## src/rtl/bus_initiator.sv

```systemverilog
`timescale 1ns/1ps
// bus_initiator
// Runs one 68030-style asynchronous bus operand transfer (byte, word, 3-byte
// or long, read or write) and splits it into as many bus cycles as the
// responding port width and the address alignment require.
// Ports:
//   CLK, nRST            system clock, asynchronous active-low reset
//   REQ, REQ_RnW,        operation request (sampled in IDLE only), direction,
//   REQ_SIZ, REQ_ADDR,   68030 size code, operand byte address,
//   WDATA                right-justified write operand
//   DATA_IN              bus data D31:0
//   nDSACK, nBERR        asynchronous bus terminations
//   nAS, nDS, RnW, SIZ,  bus strobes, direction, bytes remaining,
//   ADDR, DOUT, DOE      bus address, write data lanes, data output enable
//   BUSY, DONE, ERR,     operation status; DONE pulses one cycle at the end
//   RDATA                right-justified read result
module bus_initiator #(
  parameter int TIMEOUT = 255
) (
  input  logic        CLK,
  input  logic        nRST,
  input  logic        REQ,
  input  logic        REQ_RnW,
  input  logic [1:0]  REQ_SIZ,
  input  logic [31:0] REQ_ADDR,
  input  logic [31:0] WDATA,
  input  logic [31:0] DATA_IN,
  input  logic [1:0]  nDSACK,
  input  logic        nBERR,
  output logic        nAS,
  output logic        nDS,
  output logic        RnW,
  output logic [1:0]  SIZ,
  output logic [31:0] ADDR,
  output logic [31:0] DOUT,
  output logic        DOE,
  output logic        BUSY,
  output logic        DONE,
  output logic        ERR,
  output logic [31:0] RDATA
);

  localparam int TW = (TIMEOUT < 2) ? 1 : $clog2(TIMEOUT + 1);
  localparam logic [TW-1:0] TMO_LIMIT = TW'(TIMEOUT);

  typedef enum logic [2:0] {
    IDLE     = 3'd0,
    S_ADDR   = 3'd1,
    S_STROBE = 3'd2,
    S_WAIT   = 3'd3,
    S_TERM   = 3'd4,
    S_RECOV  = 3'd5
  } state_t;

  // Bytes moved by one acknowledged cycle: limited by what remains and by
  // how far the port's width extends past the current address.
  function automatic logic [2:0] f_xfer_bytes(input logic [1:0] ack,
                                              input logic [2:0] rem,
                                              input logic [1:0] a);
    logic [2:0] cap;
    case (ack)
      2'b00:   cap = 3'd4 - {1'b0, a};
      2'b01:   cap = 3'd2 - {2'b00, a[0]};
      2'b10:   cap = 3'd1;
      default: cap = 3'd1;
    endcase
    return (rem < cap) ? rem : cap;
  endfunction

  // First data lane (0 = D31:24) the responding port uses at this address.
  function automatic logic [2:0] f_start_lane(input logic [1:0] ack,
                                              input logic [1:0] a);
    case (ack)
      2'b00:   return {1'b0, a};
      2'b01:   return {2'b00, a[0]};
      default: return 3'd0;
    endcase
  endfunction

  // Write lane replication so any port width finds its bytes on its lanes.
  function automatic logic [31:0] f_write_lanes(input logic [31:0] wbuf,
                                                input logic [1:0]  a);
    logic [7:0] w0, w1, w2, w3;
    {w0, w1, w2, w3} = wbuf;
    case (a)
      2'b00:   return {w0, w1, w2, w3};
      2'b01:   return {w0, w0, w1, w2};
      2'b10:   return {w0, w1, w0, w1};
      2'b11:   return {w0, w0, w1, w0};
      default: return {w0, w1, w2, w3};
    endcase
  endfunction

  state_t        r_state, w_state_nxt;
  logic [1:0]    r_dsack_meta, r_dsack_sync;
  logic          r_berr_meta, r_berr_sync;
  logic          r_rnw_op, w_rnw_op_nxt;
  logic [31:0]   r_addr, w_addr_nxt;
  logic [2:0]    r_rem, w_rem_nxt;
  logic [2:0]    r_n, w_n_nxt;
  logic [31:0]   r_wbuf, w_wbuf_nxt;
  logic [31:0]   r_acc, w_acc_nxt;
  logic          r_err_op, w_err_op_nxt;
  logic [TW-1:0] r_tmo, w_tmo_nxt, w_tmo_inc;
  logic          r_done, w_done_nxt;
  logic          r_err_o, w_err_o_nxt;
  logic [31:0]   r_rdata, w_rdata_nxt;
  logic          r_nas, r_nds, r_rnw_o, r_doe, r_busy;
  logic [31:0]   r_dout;
  logic [2:0]    w_n, w_lane;
  logic [31:0]   w_bytes, w_acc_upd, w_wdata_lj;

  // Two-flop synchronizers for the asynchronous terminations.
  always_ff @(posedge CLK or negedge nRST) begin
    if (!nRST) begin
      r_dsack_meta <= 2'b11;
      r_dsack_sync <= 2'b11;
      r_berr_meta  <= 1'b1;
      r_berr_sync  <= 1'b1;
    end else begin
      r_dsack_meta <= nDSACK;
      r_dsack_sync <= r_dsack_meta;
      r_berr_meta  <= nBERR;
      r_berr_sync  <= r_berr_meta;
    end
  end

  // Per-cycle datapath values derived from the synchronized acknowledge.
  always_comb begin
    w_n        = f_xfer_bytes(r_dsack_sync, r_rem, r_addr[1:0]);
    w_lane     = f_start_lane(r_dsack_sync, r_addr[1:0]);
    // Move the first valid lane to the MSB, then right-justify n bytes.
    w_bytes    = (DATA_IN << {w_lane, 3'b000}) >> {3'd4 - w_n, 3'b000};
    w_acc_upd  = (r_acc << {w_n, 3'b000}) | w_bytes;
    w_tmo_inc  = r_tmo + TW'(1);
    case (REQ_SIZ)
      2'b01:   w_wdata_lj = WDATA << 24;
      2'b10:   w_wdata_lj = WDATA << 16;
      2'b11:   w_wdata_lj = WDATA << 8;
      default: w_wdata_lj = WDATA;
    endcase
  end

  // Next-state and next-datapath decode.
  always_comb begin
    w_state_nxt  = r_state;
    w_rnw_op_nxt = r_rnw_op;
    w_addr_nxt   = r_addr;
    w_rem_nxt    = r_rem;
    w_n_nxt      = r_n;
    w_wbuf_nxt   = r_wbuf;
    w_acc_nxt    = r_acc;
    w_err_op_nxt = r_err_op;
    w_tmo_nxt    = r_tmo;
    w_done_nxt   = 1'b0;
    w_err_o_nxt  = r_err_o;
    w_rdata_nxt  = r_rdata;
    case (r_state)
      IDLE: begin
        if (REQ) begin
          w_rnw_op_nxt = REQ_RnW;
          w_addr_nxt   = REQ_ADDR;
          w_rem_nxt    = (REQ_SIZ == 2'b00) ? 3'd4 : {1'b0, REQ_SIZ};
          w_wbuf_nxt   = w_wdata_lj;
          w_acc_nxt    = 32'd0;
          w_err_op_nxt = 1'b0;
          w_err_o_nxt  = 1'b0;
          w_n_nxt      = 3'd0;
          w_state_nxt  = S_ADDR;
        end else begin
          w_state_nxt  = IDLE;
        end
      end
      S_ADDR:   w_state_nxt = S_STROBE;
      S_STROBE: w_state_nxt = S_WAIT;
      S_WAIT: begin
        // Bus error wins over a simultaneous acknowledge.
        if (!r_berr_sync) begin
          w_err_op_nxt = 1'b1;
          w_n_nxt      = 3'd0;
          w_state_nxt  = S_TERM;
        end else if (r_dsack_sync != 2'b11) begin
          w_n_nxt      = w_n;
          w_acc_nxt    = r_rnw_op ? w_acc_upd : r_acc;
          w_state_nxt  = S_TERM;
        end else if (w_tmo_inc == TMO_LIMIT) begin
          w_err_op_nxt = 1'b1;
          w_n_nxt      = 3'd0;
          w_tmo_nxt    = w_tmo_inc;
          w_state_nxt  = S_TERM;
        end else begin
          w_tmo_nxt    = w_tmo_inc;
        end
      end
      S_TERM: begin
        w_addr_nxt  = r_addr + {29'd0, r_n};
        w_rem_nxt   = r_rem - r_n;
        w_wbuf_nxt  = r_wbuf << {r_n, 3'b000};
        w_tmo_nxt   = '0;
        w_state_nxt = S_RECOV;
      end
      S_RECOV: begin
        if ((r_rem != 3'd0) && !r_err_op) begin
          w_state_nxt = S_ADDR;
        end else begin
          w_state_nxt = IDLE;
          w_done_nxt  = 1'b1;
          w_err_o_nxt = r_err_op;
          w_rdata_nxt = r_acc;
        end
      end
      default: w_state_nxt = IDLE;
    endcase
  end

  // State and datapath registers.
  always_ff @(posedge CLK or negedge nRST) begin
    if (!nRST) begin
      r_state  <= IDLE;
      r_rnw_op <= 1'b1;
      r_addr   <= 32'd0;
      r_rem    <= 3'd0;
      r_n      <= 3'd0;
      r_wbuf   <= 32'd0;
      r_acc    <= 32'd0;
      r_err_op <= 1'b0;
      r_tmo    <= '0;
      r_done   <= 1'b0;
      r_err_o  <= 1'b0;
      r_rdata  <= 32'd0;
    end else begin
      r_state  <= w_state_nxt;
      r_rnw_op <= w_rnw_op_nxt;
      r_addr   <= w_addr_nxt;
      r_rem    <= w_rem_nxt;
      r_n      <= w_n_nxt;
      r_wbuf   <= w_wbuf_nxt;
      r_acc    <= w_acc_nxt;
      r_err_op <= w_err_op_nxt;
      r_tmo    <= w_tmo_nxt;
      r_done   <= w_done_nxt;
      r_err_o  <= w_err_o_nxt;
      r_rdata  <= w_rdata_nxt;
    end
  end

  // Bus control outputs, registered from the state being entered.
  always_ff @(posedge CLK or negedge nRST) begin
    if (!nRST) begin
      r_nas   <= 1'b1;
      r_nds   <= 1'b1;
      r_rnw_o <= 1'b1;
      r_doe   <= 1'b0;
      r_busy  <= 1'b0;
      r_dout  <= 32'd0;
    end else begin
      r_nas   <= !((w_state_nxt == S_STROBE) || (w_state_nxt == S_WAIT));
      // Writes hold off the data strobe until the data lanes have settled.
      r_nds   <= !(((w_state_nxt == S_STROBE) && w_rnw_op_nxt) ||
                   (w_state_nxt == S_WAIT));
      r_rnw_o <= (w_state_nxt == IDLE) ? 1'b1 : w_rnw_op_nxt;
      r_doe   <= !w_rnw_op_nxt && ((w_state_nxt == S_ADDR) ||
                 (w_state_nxt == S_STROBE) || (w_state_nxt == S_WAIT) ||
                 (w_state_nxt == S_TERM));
      r_busy  <= (w_state_nxt != IDLE);
      r_dout  <= f_write_lanes(w_wbuf_nxt, w_addr_nxt[1:0]);
    end
  end

  assign nAS   = r_nas;
  assign nDS   = r_nds;
  assign RnW   = r_rnw_o;
  assign SIZ   = r_rem[1:0];
  assign ADDR  = r_addr;
  assign DOUT  = r_dout;
  assign DOE   = r_doe;
  assign BUSY  = r_busy;
  assign DONE  = r_done;
  assign ERR   = r_err_o;
  assign RDATA = r_rdata;

endmodule

```

## config.mk

```make
export PLATFORM = sky130hd
export DESIGN_NAME = bus_initiator
export DESIGN_NICKNAME = d
export VERILOG_FILES = /design/src/rtl/bus_initiator.sv
export SDC_FILE = /design/constraint.sdc
export NUM_CORES = 1
export LEC_CHECK = 0
export CORE_ASPECT_RATIO = 0.9
export CORE_MARGIN = 8
export CORE_UTILIZATION = 54
export CTS_CLUSTER_DIAMETER = 50
export DETAILED_ROUTE_END_ITERATION = 16
export GPL_ROUTABILITY_DRIVEN = 0
export HOLD_SLACK_MARGIN = 0.05
export MAX_ROUTING_LAYER = met4
export PLACE_DENSITY = 0.82
export RECOVER_POWER = 100
export SLEW_MARGIN = 5
export SYNTH_ARGS = -nofsm -noshare
export SYNTH_HDL_FRONTEND = slang
export SYNTH_SLANG_ARGS = --single-unit
```

## constraint.sdc

```tcl
create_clock -name CLK -period 5.3 [get_ports CLK]
set_clock_uncertainty 0.05 [all_clocks]
set_input_delay 0.795 -clock CLK [delete_from_list [all_inputs] [get_ports CLK]]
set_output_delay 0.795 -clock CLK [all_outputs]
set_load 0.01 [all_outputs]
```

# Word level (Yosys, flattened, before mapping)
# Index checks and enable logic that the tools add are counted.
# classes
n_reduce_logical	30
n_mux	43
eq_ne	27
magnitude_cmp	1
n_addsub	6
bitwise_logic	2
shifts	4
# op_table
op	count
32-bit two-way mux	6
32-bit one-hot mux with 2 select lines	3
32-bit one-hot mux with 4 select lines	1
32-bit one-hot mux with 3 select lines	1
32-bit by 6-bit << shifter with 32-bit output	3
32-bit by 3-bit adder with 32-bit output	1
32-bit OR	1
32-bit by 6-bit >> shifter with 32-bit output	1
3-bit two-way mux	10
3-bit one-hot mux with 2 select lines	3
3-bit one-hot mux with 6 select lines	1
8-bit two-way mux	2
8-bit one-hot mux with 2 select lines	1
2-bit != test, second input constant	7
3-bit by 2-bit equality test with 1-bit output, second input constant	4
1-bit two-way mux	12
3-bit equality test, second input constant	3
3-bit AND reduction	3
8-bit by 1-bit adder with 8-bit output, second input constant	1
2-bit equality test, second input constant	4
8-bit equality test, second input constant	1
2-bit nonzero test	4
2-bit by 1-bit equality test with 1-bit output, second input constant	3
3-bit by 1-bit equality test with 1-bit output, second input constant	2
other kinds (19)	35
# totals
reg_bits	192
word_cells	136
output_inout_bits	105

# Longest topological paths before layout
# logic_depth
word_depth	11
ltp_mapped	19
mapped_depth_nobuf	16

# Least setup slack after synthesis
# OpenSTA, ideal clock, no wires.
# synth_path
kind	flip-flop to flip-flop
startpoint	register r_dsack_sync[1]
endpoint	register r_acc[7]
stages_incl_launch_ff	19
slack_ps	1242
synth_period_minus_slack_ps	4058
path_buffers	5
arrival_time_ps	3918
setup_ps	90
path_cell_list	dfstp_2 -> buf_2 -> clkbuf_1 -> clkbuf_1 -> nor2_1 -> nand2_1 -> ha_1 -> a211o_4 -> o21ai_4 -> nor2_8 -> inv_4 -> clkbuf_1 -> ha_1 -> nand2b_1 -> clkbuf_1 -> nor3_1 -> o221ai_1 -> a21o_1 -> o2111ai_1
# synth_via
elab_chain_len	11
word_cells_on_any_way	18
cone_classes	1 x add/sub; 1 x order compare; 3 x eq/ne; 3 x shift; 7 x mux; 1 x bitwise; 2 x reduce/logical
# synth_rtl
item	line_no	text
start, declared	95	logic [1:0] r_dsack_meta, r_dsack_sync;
start signal, assigned	122	r_dsack_sync <= r_dsack_meta;
2-bit by 1-bit equality test with 1-bit output or 2-bit zero test (tied branches)	61, 73	
3-bit one-hot mux with 2 select lines	61	case (ack)
3-bit less-than comparator	67	return (rem < cap) ? rem : cap;
3-bit two-way mux	67	
3-bit subtractor	133	w_bytes = (DATA_IN << {w_lane, 3'b000}) >> {3'd4 - w_n, 3'b000};
32-bit by 6-bit >> shifter with 32-bit output	133	
32-bit OR	134	w_acc_upd = (r_acc << {w_n, 3'b000}) | w_bytes;
32-bit two-way mux	184	w_acc_nxt = r_rnw_op ? w_acc_upd : r_acc;
32-bit two-way mux	182	end else if (r_dsack_sync != 2'b11) begin
32-bit two-way mux	178	if (!r_berr_sync) begin
32-bit one-hot mux with 2 select lines	158	case (r_state)
end signal, assigned	238	r_acc <= w_acc_nxt;
end, declared	102	logic [31:0] r_acc, w_acc_nxt;
# Parallel ways exist; a longest one is shown, timed or not. The select of a mux whose other input is x is not followed.
# A chain may end at the register's enable or synchronous reset.

# Worst setup path in the final report
# layout_path
startpoint	input port REQ
endpoint	register r_dout[11], in the netlist DOUT[11]
# layout_via
word_cells_on_any_way	9
cone_classes	3 x eq/ne; 5 x mux; 1 x reduce/logical
# layout_rtl
item	line_no	text
start, declared	22	input logic REQ,
32-bit two-way mux	160	if (REQ) begin
32-bit one-hot mux with 2 select lines	158	
via w_wbuf_nxt[11]	101	logic [31:0] r_wbuf, w_wbuf_nxt;
32-bit one-hot mux with 4 select lines	85	case (a)
end signal, assigned	266	r_dout <= f_write_lanes(w_wbuf_nxt, w_addr_nxt[1:0]);
end, declared	109	logic [31:0] r_dout;
# The timed path passes the listed nets, and every way through them passes these cells. The select of a mux whose other input is x is not followed.

==> flow_summary_export.csv <==
group,metric,value,unit
run_status,outcome,"complete, but fails checks",
run_status,violations,"capacitance limit, slew limit",
power,p_leak,0.006250,uW
synth,synth.distinct_cells,88,
clock_tree,post_cts_resized,0,
routing,vias_per_cell,6.491,
place,dpl_cell_area,0.01389,mm^2
synth,syn_inst,1288,
layout,fin_util,0.6704,
synth,avgSynthCellArea,9.138,um^2
power,power_density,587.8,mW/mm^2
sta,worst_slew_pin_slew,2.442,ns
synth,yosysTopAreaCell,"dfrtp_1",
synth,synthArstFlopShare,1.000,
worst_setup_path,worstPathArrival,5.04,ns
global_routing,grt_pass1_vias,10982,
die,start_util,0.5473,
routing,wl_per_cell,21.13,um
global_routing,grt_pass1_wl,58160,um
power,ir_drop,0.0003945,V
clock_tree,path_clk_slew,0.07,ns
worst_setup_path,critPathKind,"in -> reg",
sta,rsz0062_at_grt,"false",
clock_tree,cts_tree,"yes",
synth,synth_area,0.01177,mm^2
synth,ys_ff_latch,184,
die,core-area,0.02150,mm^2
synth,synth_top_area_frac,0.3699,
layout,finalNonFillerCells,1734,
worst_setup_path,rr_startpoint,"ADDR[1]$_DFF_PN0_",
clock_tree,h-tree-depth,4,
place,dp_cells,1701,
sta,setup_viol,0,
sta,fmax,0.2100,GHz
clock_tree,clock_sinks,184,
sta,hold_slack,0.3076,ns
global_routing,grt_max_degree,93,
sta,setup_tns,0,ns
sta,period_needed,4.761,ns
layout,drive_above_1_share,0.09501,
synth,synthFlopType,"dfrtp_1",
die,dieHeight,156.1,um
synth,yosys_warnings,0,
worst_setup_path,end_kind,"register",
worst_setup_path,crit_fanout,35,
place,port_buffers,209,
layout,syn_to_final_growth,22.48,%
clock_tree,cts_root_buf,"clkbuf_16",
global_routing,antenna_found_initial,1,
sta,slew_headroom,-0.6279,
routing,routed_wl,36650,um
routing,num_vias,11256,
synth,ys_seq_area_frac,0.3923,
synth,synth_enable_flop_cells,0,
clock_tree,cts_buffer_depth,2,
die,io_pins,210,
die,die_width,171.6,um
worst_hold_path,holdCritStartpoint,"r_dsack_meta[1]$_DFF_PN1_",
clock_tree,cts_buffers,17,
layout,fin_nets,1547,
clock_tree,clk_latency,0.44,ns
synth,synth_top_cells_by_count,"nand2_1, dfrtp_1, a21oi_1",
synth,netlist_top_cells_area,"dfrtp_1, mux2i_1, nand2_1, a21oi_1, mux2_2",
worst_setup_path,cp-startpoint,"REQ",
routing,drtIter0Drc,1161,
worst_setup_path,cp.required,5.58,ns
sta,finalHoldViolations,0,
job,drv_cap,5,
worst_setup_path,crit_path_start_kind,"input port",
synth,post-synth-top-count-cell,"nand2_1",
clock_tree,hold_buffers,0,
routing,firstDrtPassIters,6,
routing,drtAntennaViolNets,0,
worst_hold_path,hold_class,"reg -> reg",
synth,syn_nets,1406,
global_routing,track_usage,0.2776,
clock_tree,post-cts-setup-buffer-count,0,
sta,finalMaxSlewViolations,266,
global_routing,grt_overflow,0,
layout,fin_area,0.01442,mm^2
die,die-area,0.02678,mm^2
sta,period_share,0.8983,
place,dp_hpwl,25390,um
die,rows,51,
routing,drc,0,
[through the flow]
stage | total power [uW] | worst slack, ns
4_1_cts | 8574 | 0.7431
6_report | 8474 | 0.5389
3_3_place_gp | 7109 | 0.9909
3_5_place_dp | 7243 | 0.7719
5_1_grt | 8977 | 0.1922
2_1_floorplan | 5614 | 1.242
[path summary, 6_finish.rpt]
check                                             to  slack [ns]  cells after the start
hold reg to reg            r_dsack_sync[1]$_DFF_PN1_        0.31                      0
min in group asynchronous      RDATA[16]$_DFFE_PN0P_        0.99                      1
setup reg to reg                r_acc[1]$_DFFE_PN0P_        0.59                     16
setup / recovery                  DOUT[11]$_DFF_PN0_        0.54                      8
max in group asynchronous       r_tmo[1]$_DFFE_PN0P_        1.03                      2
hold / removal             r_dsack_sync[1]$_DFF_PN1_        0.31                      0
[area by class of cell]
| type | instances | area [um^2] |
|---|---|---|
| Antenna cell | 1 | 2.502 |
| Tap cell | 291 | 364.1 |
| Sequential cell | 184 | 4618 |
| Inverter | 18 | 70.07 |
| Multi-Input combinational cell | 978 | 6564 |
| Clock buffer | 17 | 425.4 |
| Clock inverter | 15 | 158.9 |
| Timing Repair Buffer | 230 | 2213 |
| Fill cell | 1662 | 7088 |
[power breakdown]
group          internal, uW  switching [uW]  leakage (uW)
clock                   667             623      0.000282
combinational          1930            2750       0.00359
sequential             1960             538       0.00237
total                  4560            3920       0.00625
[cell families after synthesis]
| kind of cell | after synthesis | share of synthesized area |
|---|---|---|
| adder cells (fa/ha/maj) | 13 | 0.01510 |
| flip-flops | 184 | 0.3923 |
| multiplexers | 142 | 0.1439 |
| XOR/XNOR | 7 | 0.005209 |
| AND/OR/NAND/NOR | 434 | 0.1784 |
| buffers and inverters | 126 | 0.04964 |
| AO/OA/AOI/OAI | 382 | 0.2155 |
[placed cells by master, fill, tap and decap left out, drive strengths merged, types with 10 or more instances in the layout]
cell type	count
o21ai	82
o21a	12
nor3	18
nor3b	11
a31oi	22
mux2	42
a22oi	27
mux4	17
dlygate4sd3	107
clkbuf	26
a221o	15
inv	22
nand2	177
mux2i	83
dfrtp	174
nor2b	21
and3	14
o22ai	35
nand4	10
clkdlybuf4s50	100
nor2	94
buf	14
o221ai	15
a32oi	14
nand3	41
a22o	10
ha	11
dfstp	10
a21oi	96
[critical path, stage by stage]
cell and delay (ns):
clkbuf_1 1.18, nor4b_1 0.95, clkbuf_1 0.87, and3_1 0.56
a22oi_1 0.17, nand2_1 0.14, mux2i_1 0.09, o21ai_0 0.26
[metal layers]
| metal | vias to the layer above | share of wire | GRT usage |
|---|---|---|---|
| met5 | - | 0 | - |
| met4 | 0 | 0.033 | 0.1034 |
| met3 | 113 | 0.096 | 0.06350 |
| met2 | 661 | 0.47 | 0.4271 |
| met1 | 5423 | 0.41 | 0.3535 |
| li1 | 5059 | - | - |
[flip-flops by register name, summed over array words and instances, names as in the netlist, 2 cells and up]
| signal | cells |
|---|---|
| DOUT | 32 |
| ADDR | 32 |
| r_wbuf | 24 |
| r_dsack_sync | 2 |
| r_tmo | 8 |
| r_n | 3 |
| r_state | 3 |
| r_dsack_meta | 2 |
| r_rem | 3 |
| r_acc | 32 |
| RDATA | 32 |
Power figures use the tool's default switching activity.
